==> src/rtl/imm_pkg.sv <==
// Shared types and constants for the pipelined immediate generator.
// The optional CSR-immediate decode is selected with the macro IMM_CSR_UIMM_EN.
package imm_pkg;

  localparam int INST_WIDTH = 32;

  typedef enum logic [2:0] {
    IMM_NONE  = 3'd0,
    IMM_I     = 3'd1,
    IMM_S     = 3'd2,
    IMM_B     = 3'd3,
    IMM_U     = 3'd4,
    IMM_J     = 3'd5,
    IMM_SHAMT = 3'd6,
    IMM_UIMM  = 3'd7
  } imm_type_e;

  localparam logic [6:0] OP_LUI    = 7'b0110111;
  localparam logic [6:0] OP_AUIPC  = 7'b0010111;
  localparam logic [6:0] OP_JAL    = 7'b1101111;
  localparam logic [6:0] OP_JALR   = 7'b1100111;
  localparam logic [6:0] OP_BRANCH = 7'b1100011;
  localparam logic [6:0] OP_LOAD   = 7'b0000011;
  localparam logic [6:0] OP_STORE  = 7'b0100011;
  localparam logic [6:0] OP_IMM    = 7'b0010011;
  localparam logic [6:0] OP_IMM32  = 7'b0011011;
  localparam logic [6:0] OP_SYSTEM = 7'b1110011;

  // Every sign-extended immediate fits in 32 bits; widen it to the 64-bit working value.
  function automatic logic [63:0] sext32(input logic [31:0] v);
    return {{32{v[31]}}, v};
  endfunction

endpackage

==> src/rtl/imm_decode.sv <==
// Combinational immediate decoder: raw instruction -> extended immediate and type tag.
// Honours IMM_CSR_UIMM_EN (CSR zimm field decoded as IMM_UIMM when defined).
module imm_decode
  import imm_pkg::*;
#(
  parameter int XLEN = 64
) (
  input  logic [31:0]     instr_i,
  output logic [XLEN-1:0] imm_o,
  output imm_type_e       type_o
);

  logic [63:0] imm_full;
  logic [2:0]  funct3;

  assign funct3 = instr_i[14:12];

  // Decode the opcode into a 64-bit working immediate, then trim to XLEN.
  always_comb begin
    // NOTE: every output of a combinational block gets a default first so no path can infer a latch.
    imm_full = '0;
    type_o   = IMM_NONE;
    case (instr_i[6:0])
      OP_LUI, OP_AUIPC: begin
        imm_full = sext32({instr_i[31:12], 12'b0});
        type_o   = IMM_U;
      end
      OP_JAL: begin
        imm_full = sext32({{12{instr_i[31]}}, instr_i[19:12], instr_i[20], instr_i[30:21], 1'b0});
        type_o   = IMM_J;
      end
      OP_JALR, OP_LOAD: begin
        imm_full = sext32({{20{instr_i[31]}}, instr_i[31:20]});
        type_o   = IMM_I;
      end
      OP_BRANCH: begin
        imm_full = sext32({{20{instr_i[31]}}, instr_i[7], instr_i[30:25], instr_i[11:8], 1'b0});
        type_o   = IMM_B;
      end
      OP_STORE: begin
        imm_full = sext32({{20{instr_i[31]}}, instr_i[31:25], instr_i[11:7]});
        type_o   = IMM_S;
      end
      OP_IMM: begin
        if (funct3 == 3'b001 || funct3 == 3'b101) begin
          // RV64 shifts use a 6-bit shamt, RV32 only 5 bits.
          imm_full = (XLEN == 64) ? {58'b0, instr_i[25:20]} : {59'b0, instr_i[24:20]};
          type_o   = IMM_SHAMT;
        end else begin
          imm_full = sext32({{20{instr_i[31]}}, instr_i[31:20]});
          type_o   = IMM_I;
        end
      end
      OP_IMM32: begin
        // The word-sized ops only exist on RV64; on RV32 they decode as no immediate.
        if (XLEN == 64) begin
          if (funct3 == 3'b001 || funct3 == 3'b101) begin
            imm_full = {59'b0, instr_i[24:20]};
            type_o   = IMM_SHAMT;
          end else begin
            imm_full = sext32({{20{instr_i[31]}}, instr_i[31:20]});
            type_o   = IMM_I;
          end
        end
      end
      OP_SYSTEM: begin
        if (funct3 != 3'b100) begin
`ifdef IMM_CSR_UIMM_EN
          if (funct3[2]) begin
            imm_full = {59'b0, instr_i[19:15]};
            type_o   = IMM_UIMM;
          end else begin
            imm_full = sext32({{20{instr_i[31]}}, instr_i[31:20]});
            type_o   = IMM_I;
          end
`else
          imm_full = sext32({{20{instr_i[31]}}, instr_i[31:20]});
          type_o   = IMM_I;
`endif
        end
      end
      default: begin
        imm_full = '0;
        type_o   = IMM_NONE;
      end
    endcase
  end

  assign imm_o = imm_full[XLEN-1:0];

endmodule

==> src/rtl/imm_gen_pipe.sv <==
// Registered immediate generator with valid/ready handshake and a 2-entry skid buffer
// (head = output register, skid = overflow register). ready_o comes straight from a flop.
// Optional feature macro: IMM_CSR_UIMM_EN (CSR immediate forms tagged IMM_UIMM).
module imm_gen_pipe
  import imm_pkg::*;
#(
  parameter int XLEN   = 64,
  parameter int INST_W = INST_WIDTH
) (
  input  logic              clk_i,
  input  logic              rstn_i,
  input  logic              flush_i,
  input  logic              valid_i,
  output logic              ready_o,
  input  logic [INST_W-1:0] instr_i,
  output logic              valid_o,
  input  logic              ready_i,
  output logic [INST_W-1:0] instr_o,
  output logic [XLEN-1:0]   imm_o,
  output logic [2:0]        imm_type_o
);

  if (XLEN != 32 && XLEN != 64) begin : g_bad_xlen
    $error("imm_gen_pipe: XLEN must be 32 or 64");
  end
  if (INST_W != 32) begin : g_bad_inst_w
    $error("imm_gen_pipe: INST_W must be 32");
  end

  logic [XLEN-1:0]   dec_imm;
  imm_type_e         dec_type;

  logic              head_valid_q, head_valid_d;
  logic [INST_W-1:0] head_instr_q, head_instr_d;
  logic [XLEN-1:0]   head_imm_q,   head_imm_d;
  imm_type_e         head_type_q,  head_type_d;
  logic              skid_valid_q, skid_valid_d;
  logic [INST_W-1:0] skid_instr_q, skid_instr_d;
  logic [XLEN-1:0]   skid_imm_q,   skid_imm_d;
  imm_type_e         skid_type_q,  skid_type_d;

  logic              take_in;
  logic              take_out;

  imm_decode #(.XLEN(XLEN)) u_decode (
    .instr_i (instr_i),
    .imm_o   (dec_imm),
    .type_o  (dec_type)
  );

  assign ready_o  = !skid_valid_q;
  assign take_in  = valid_i && ready_o;
  assign take_out = head_valid_q && ready_i;

  // Next-state of the two buffer entries; payloads only move on accept or skid->head.
  always_comb begin
    head_valid_d = head_valid_q;
    head_instr_d = head_instr_q;
    head_imm_d   = head_imm_q;
    head_type_d  = head_type_q;
    skid_valid_d = skid_valid_q;
    skid_instr_d = skid_instr_q;
    skid_imm_d   = skid_imm_q;
    skid_type_d  = skid_type_q;
    if (flush_i) begin
      head_valid_d = 1'b0;
      skid_valid_d = 1'b0;
    end else if (!head_valid_q || take_out) begin
      // Head is free this edge: refill from skid first (older), else from the input.
      if (skid_valid_q) begin
        head_valid_d = 1'b1;
        head_instr_d = skid_instr_q;
        head_imm_d   = skid_imm_q;
        head_type_d  = skid_type_q;
        skid_valid_d = 1'b0;
      end else if (take_in) begin
        head_valid_d = 1'b1;
        head_instr_d = instr_i;
        head_imm_d   = dec_imm;
        head_type_d  = dec_type;
      end else begin
        head_valid_d = 1'b0;
      end
    end else if (take_in) begin
      skid_valid_d = 1'b1;
      skid_instr_d = instr_i;
      skid_imm_d   = dec_imm;
      skid_type_d  = dec_type;
    end
  end

  // Buffer state registers; payloads are reset too so outputs read zero out of reset.
  always_ff @(posedge clk_i or negedge rstn_i) begin
    if (!rstn_i) begin
      head_valid_q <= 1'b0;
      head_instr_q <= '0;
      head_imm_q   <= '0;
      head_type_q  <= IMM_NONE;
      skid_valid_q <= 1'b0;
      skid_instr_q <= '0;
      skid_imm_q   <= '0;
      skid_type_q  <= IMM_NONE;
    end else begin
      // NOTE: sequential state uses non-blocking assignments so all flops update together at the edge.
      head_valid_q <= head_valid_d;
      head_instr_q <= head_instr_d;
      head_imm_q   <= head_imm_d;
      head_type_q  <= head_type_d;
      skid_valid_q <= skid_valid_d;
      skid_instr_q <= skid_instr_d;
      skid_imm_q   <= skid_imm_d;
      skid_type_q  <= skid_type_d;
    end
  end

  assign valid_o    = head_valid_q;
  assign instr_o    = head_instr_q;
  assign imm_o      = head_imm_q;
  assign imm_type_o = head_type_q;

endmodule

==> config.mk <==
export PLATFORM = sky130hd
export DESIGN_NAME = imm_gen_pipe
export DESIGN_NICKNAME = d
export VERILOG_FILES = /design/src/rtl/imm_pkg.sv /design/src/rtl/imm_decode.sv /design/src/rtl/imm_gen_pipe.sv
export SDC_FILE = /design/constraint.sdc
export NUM_CORES = 1
export LEC_CHECK = 0
export ABC_CLOCK_PERIOD_IN_PS = 2000
export BUFFER_PORTS_ARGS = -buffer_cell sky130_fd_sc_hd__buf_2
export CAP_MARGIN = 20
export CORE_MARGIN = 3
export CORE_UTILIZATION = 55
export DETAILED_ROUTE_END_ITERATION = 10
export PLACE_DENSITY_LB_ADDON = 0.05
export SYNTH_ARGS = -nofsm -noshare
export SYNTH_HDL_FRONTEND = slang
export SYNTH_HIERARCHICAL = 1
export SYNTH_SLANG_ARGS = --single-unit
export TNS_END_PERCENT = 30
==> constraint.sdc <==
create_clock -name clk_i -period 2 [get_ports clk_i]
set_clock_uncertainty 0.15 [all_clocks]
set_input_delay 0.4 -clock clk_i [delete_from_list [all_inputs] [get_ports clk_i]]
set_output_delay 0.4 -clock clk_i [all_outputs]
set_load 0.005 [all_outputs]
Yosys cells after proc, flatten, opt, wreduce, memory -nomap -nowiden
Index checks and enable logic that the tools add are counted.
Word-level totals
  flip-flop bits (word level): 200
  latch bits: 0
  RAM bits: 0
  ROM bits: 0
  input bits: 37
  word-level logic and storage cells: 57
  memories: 0
Cells by class
  $add $sub $neg: 0
  multiply operators: 0
  div/mod/pow operators: 0
  order comparisons: 0
  equal/unequal tests: 13
  shift operators: 0
  muxes and demuxes: 20
  bitwise gates (word level): 2
  reduce and logical (&&, ||, !) cells: 14
Operators with widths (number)
  $pmux 64 s8: 1
  $mux 64: 5
  $mux 32: 2
  $eq 7x7->1 const B: 4
  $eq 7x5->1 const B: 3
  $pmux 3 s7: 1
  $eq 7x6->1 const B: 2
  $mux 3: 3
  $mux 1: 8
  $eq 7x2->1 const B: 1
  $reduce_and 3->1: 2
  $reduce_or 2->1: 3
  $reduce_bool 2->1: 2
  $eq 3x1->1 const B: 1
  $eq 3x3->1 const B: 1
  $ne 3x3->1 const B: 1
  $reduce_bool 3->1: 1
  $logic_and 1x1->1: 2
  $logic_not 1->1: 2
  $logic_or 1x1->1: 2
  $not 1->1: 2

Logic depth before layout (Yosys ltp)
  depth after elaboration: 6
  mapped depth: 9
  gate-level depth less buffers: 7

Hierarchy
The synthesis kept the hierarchy.
Modules (own cells, without submodules)
  imm_gen_pipe: times used 1, cells an instance 537, area each 8578.2 um2, sequential area each 5004.8 um2
  imm_decode: times used 1, cells an instance 132, area each 884.6 um2, sequential area each 0.0 um2

Worst setup path before layout
Ideal clock, no wire load.
  path kind: input to register
  start point: input port instr_i[4]
  end point: register head_imm_q[32] (netlist: imm_o[32])
  setup time: 0.125 ns
  arrival: 2.528 ns
  slack: -0.803 ns
  stages on the path: 9
  buffers on the path: 2
  path through: buf_2 -> nand2b_1 -> o21ai_0 -> a211oi_1 -> or2_2 -> nand2_1 -> buf_4 -> mux2_2 -> mux2_2
On the way
  longest elaborated chain between the ends: 5
Ends and longest elaborated chain
  start, declared: line imm_gen_pipe.sv:15  | input logic [INST_W-1:0] instr_i,
  $eq 7x7->1 (tied with other cells): line imm_decode.sv:23  | case (instr_i[6:0])
  $reduce_or 2->1: line imm_decode.sv:23
  $pmux 64 s8 *: line imm_decode.sv:23
  net dec_imm[32]: line imm_gen_pipe.sv:30  | logic [XLEN-1:0] dec_imm;
  $mux 64 *: line imm_gen_pipe.sv:76  | end else if (take_in) begin
  $mux 64 *: line imm_gen_pipe.sv:70  | if (skid_valid_q) begin
  end signal, assigned: line imm_gen_pipe.sv:107  | head_imm_q <= head_imm_d;
  end, declared: line imm_gen_pipe.sv:35  | logic [XLEN-1:0] head_imm_q, head_imm_d;
Mark *: on every way through the listed nets, which the timed path passes. The rest lies on a longest branch. The select of a mux whose other input is x is not followed.
A chain may end at the register's enable or synchronous reset.

Worst setup path in the final report
  start point: input port instr_i[4]
  end point: register head_imm_q[51] (netlist: imm_o[51])
On the way
  longest elaborated chain between the ends: 5
Ends and longest elaborated chain (line)
  $eq 7x7->1 (tied with other cells): imm_decode.sv:23
  $reduce_or 2->1: imm_decode.sv:23
  $pmux 64 s8 *: imm_decode.sv:23
  $mux 64 *: imm_gen_pipe.sv:76
  $mux 64 *: imm_gen_pipe.sv:70
Mark *: on every way between the ends. The rest lies on a longest branch, timed or not. The select of a mux whose other input is x is not followed.

==> results.py <==
metrics = {
    "timing": {
        "rsz0062_at_grt": "true",
        "maxSlewHeadroom": 0.545,
        "finalMaxSlewViolations": 0,
        "fmax_mhz": 504,
        "setup_viol": 0,
        "hold_ws_ns": 0.0411,
        "hold_viol_final": 0,
        "worst_slack_ns": 0.0169,
        "post-route-period-util": 0.992,
        "fin_setup_tns_ns": 0,
        "period_minus_slack_ns": 1.98,
        "worstMarginPinSlew_ns": 0.677,
    },
    "synthesis": {
        "synth_seq_area_share": 0.529,
        "synth.avg_cell_area_um2": 14.1,
        "yosys_warnings": 6,
        "syn_inst": 669,
        "synth_nets": 706,
        "ys_ff_latch": 200,
        "netlist_area_um2": 9460,
        "synthDistinctLibCells": 41,
    },
    "power": {
        "switching_power_mw": 2.25,
        "ir_drop_v": 0.000641,
        "p_leak_nw": 5.86,
        "power.density_nw_per_um2": 811,
        "p_comb_frac": 0.133,
        "swShare": 0.243,
        "p_int_mw": 7.02,
        "clockPowerShare": 0.364,
        "sequentialPowerShare": 0.504,
    },
    "clock_tree": {
        "cts.sinks": 200,
        "cts_buffer_depth": 2,
        "root_buffer": "clkbuf_16",
        "cts_made_buffers": 17,
        "insertion_delay_ns": 0.43,
        "clk_pin_slew_ns": 0.07,
        "cts_tree": "yes",
        "htreeDepth": 4,
    },
    "setup_path": {
        "startpoint_type": "input port",
        "rrSetupSlack_ns": 0.14,
        "crit_fanout": 7,
        "crit_arrival_ns": 2.14,
        "worstRegToRegCells": 5,
        "worstReg2RegStart": "skid_valid_q$_DFFE_PN0P_",
        "crit_required_ns": 2.16,
        "cp-end-kind": "flop",
        "reg2reg_to": "instr_o[9]$_DFFE_PN0P_",
        "crit_type": "in -> reg",
    },
    "die": {
        "io_pins": 138,
        "core_um2": 16700,
        "design.die.area_um2": 18800,
        "initial_core_util": 0.567,
        "row_count": 47,
        "die_w_um": 137,
        "dieHeight_um": 137,
    },
    "global_routing": {
        "grt_max_degree": 57,
        "grt_pass1_wl_um": 32300,
        "grt.total_usage": 0.223,
        "gr-total-overflow": 0,
        "antenna_found_initial": 0,
        "first_global_vias": 6163,
    },
    "hold_path": {
        "min_to": "valid_o$_DFFE_PN0P_",
        "holdPathStages": 2,
        "min_from": "flush_i",
        "hold_class": "in -> reg",
    },
    "finish": {
        "ff_latch_area_um2": 5010,
        "final_cell_mix": "mux2_2, dfrtp_1, buf_2, buf_4",
        "fin_util": 0.684,
        "layout_commonest_cell": "mux2_2",
        "nets": 851,
        "multiInputGateArea_um2": 4240,
        "final_area_um2": 11400,
        "layout-drive-gt1-share": 0.639,
        "diodes": 0,
        "syn_to_final_growth_pct": 20.7,
        "fillers": 1214,
    },
    "routing": {
        "wl_per_cell_um": 20.0,
        "dr.pass1.iters": 5,
        "finalWirelength_um": 20900,
        "drtAntennaViolNets": 0,
        "viasPerCell": 5.58,
        "drc": 0,
        "drt_iter0_drc": 202,
        "via_count": 5831,
    },
    "place": {
        "hpwl_um": 13700,
        "io_buffers": 137,
        "post_dp_cell_area_um2": 10600,
        "pre_cts_ws_ns": -0.488,
        "gp_congestion": 0.880,
    },
    "outcome": {
        "outcome": "complete, no violations",
    },
    "flow_run": {
        "cap_violations": 0,
    },
}
sequential cells by signal, indices dropped and copies added, names as in the netlist:
register      flops
imm_o            64
imm_type_o        3
instr_o          32
skid_imm_q       64
skid_instr_q     32
skid_type_q       3
skid_valid_q      1
valid_o           1
final cells by class:
| class | instances | share of cell area |
|---|---|---|
| clock buffer | 21 | 0.0394 |
| clock inverter | 9 | 0.0103 |
| inverter | 2 | 0.000657 |
| multi-input combinational | 402 | 0.371 |
| sequential | 200 | 0.438 |
| tap | 220 | 0.0241 |
| timing repair buffer | 191 | 0.116 |
layer usage:
| layer | global-route usage | wire [µm] | vias to the layer above |
|---|---|---|---|
| li1 | - | - | 2666 |
| met1 | 0.300 | 9140 | 3028 |
| met2 | 0.368 | 10600 | 110 |
| met3 | 0.0464 | 860 | 27 |
| met4 | 0.0682 | 340 | 0 |
| met5 | 0 | 0 | - |
stage by stage:
| step | power [mW] | std cells |
|---|---|---|
| finish | 9.27 | 1045 |
| global route | 9.69 | 1045 |
| CTS | 9.34 | 1037 |
| detailed placement | 5.96 | 1005 |
| global placement | 5.89 | 1005 |
| floorplan | 5.38 | 669 |
power by group through the flow:
| stage | registers [mW] | clock network [mW] | logic [mW] |
|---|---|---|---|
| finish | 4.67 | 3.37 | 1.23 |
| global route | 4.71 | 3.63 | 1.34 |
| CTS | 4.67 | 3.44 | 1.23 |
| detailed placement | 4.74 | 0 | 1.22 |
| global placement | 4.71 | 0 | 1.18 |
| floorplan | 4.71 | 0 | 0.673 |
cell families (layout without fill, tap and decap cells):
| logic type | count (synthesis) | count (layout) | synth area share |
|---|---|---|---|
| mux | 298 | 298 | 0.355 |
| flops | 200 | 200 | 0.529 |
| buf+inv | 71 | 223 | 0.0473 |
| simple gates | 56 | 60 | 0.0342 |
| compound gates | 44 | 44 | 0.0349 |
what timing repair did:
action | in CTS | in global routing
gates cloned | 1 | 4
endpoints found under the setup margin | 10 | 75
gates resized for setup | 3 | 22
hold buffers | 1 | 0
pin swaps | 0 | 7
hold endpoints to repair | 44 | 0
buffers inserted | 0 | 5
Yosys cell counts, drive strengths merged:
| master | instances | area share |
|---|---|---|
| a32o | 1 | 0.0011 |
| a211oi | 3 | 0.0029 |
| dfrtp | 200 | 0.53 |
| nor3b | 5 | 0.0045 |
| a2111oi | 1 | 0.00093 |
| or2 | 1 | 0.00066 |
| a22o | 4 | 0.0037 |
| clkbuf | 3 | 0.0012 |
| nor4 | 1 | 0.00066 |
| a21o | 20 | 0.016 |
| nand3 | 6 | 0.0037 |
| a21oi | 2 | 0.0011 |
| or4 | 1 | 0.0012 |
| or3 | 1 | 0.00066 |
| nand2b | 4 | 0.0026 |
| mux2 | 298 | 0.35 |
| inv | 2 | 0.00079 |
| a31o | 1 | 0.00093 |
| a21boi | 1 | 0.00079 |
| o2111ai | 1 | 0.00093 |
| a31oi | 1 | 0.00066 |
| nor2b | 7 | 0.0054 |
| and4 | 1 | 0.00093 |
| nand2 | 13 | 0.0052 |
| nor2 | 10 | 0.0040 |
| or3b | 1 | 0.00093 |
| o21ai | 6 | 0.0036 |
| nor3 | 5 | 0.0038 |
| buf | 66 | 0.045 |
| o21a | 3 | 0.0025 |
critical path, stage by stage:
cell and delay, ns:
buf_2 0.14, buf_4 0.14, nand3_1 0.12, nor2_1 0.06, a211oi_2 0.23, or2_4 0.26, buf_4 0.15, nand2_4 0.08
mux2_2 0.28, mux2_2 0.27
worst max-delay path by stage:
stage                            from                     to  cells after the start
after floorplan            instr_i[4]  imm_o[21]$_DFFE_PN0P_                      9
after global placement    instr_i[12]   imm_o[8]$_DFFE_PN0P_                     11
after detailed placement   instr_i[0]   imm_o[2]$_DFFE_PN0P_                      6
after CTS                  instr_i[2]  imm_o[22]$_DFFE_PN0P_                      8
after global routing      instr_i[13]  imm_o[51]$_DFFE_PN0P_                      9
final                      instr_i[4]  imm_o[51]$_DFFE_PN0P_                     10
Note: power is estimated with default switching activity, not from simulation.
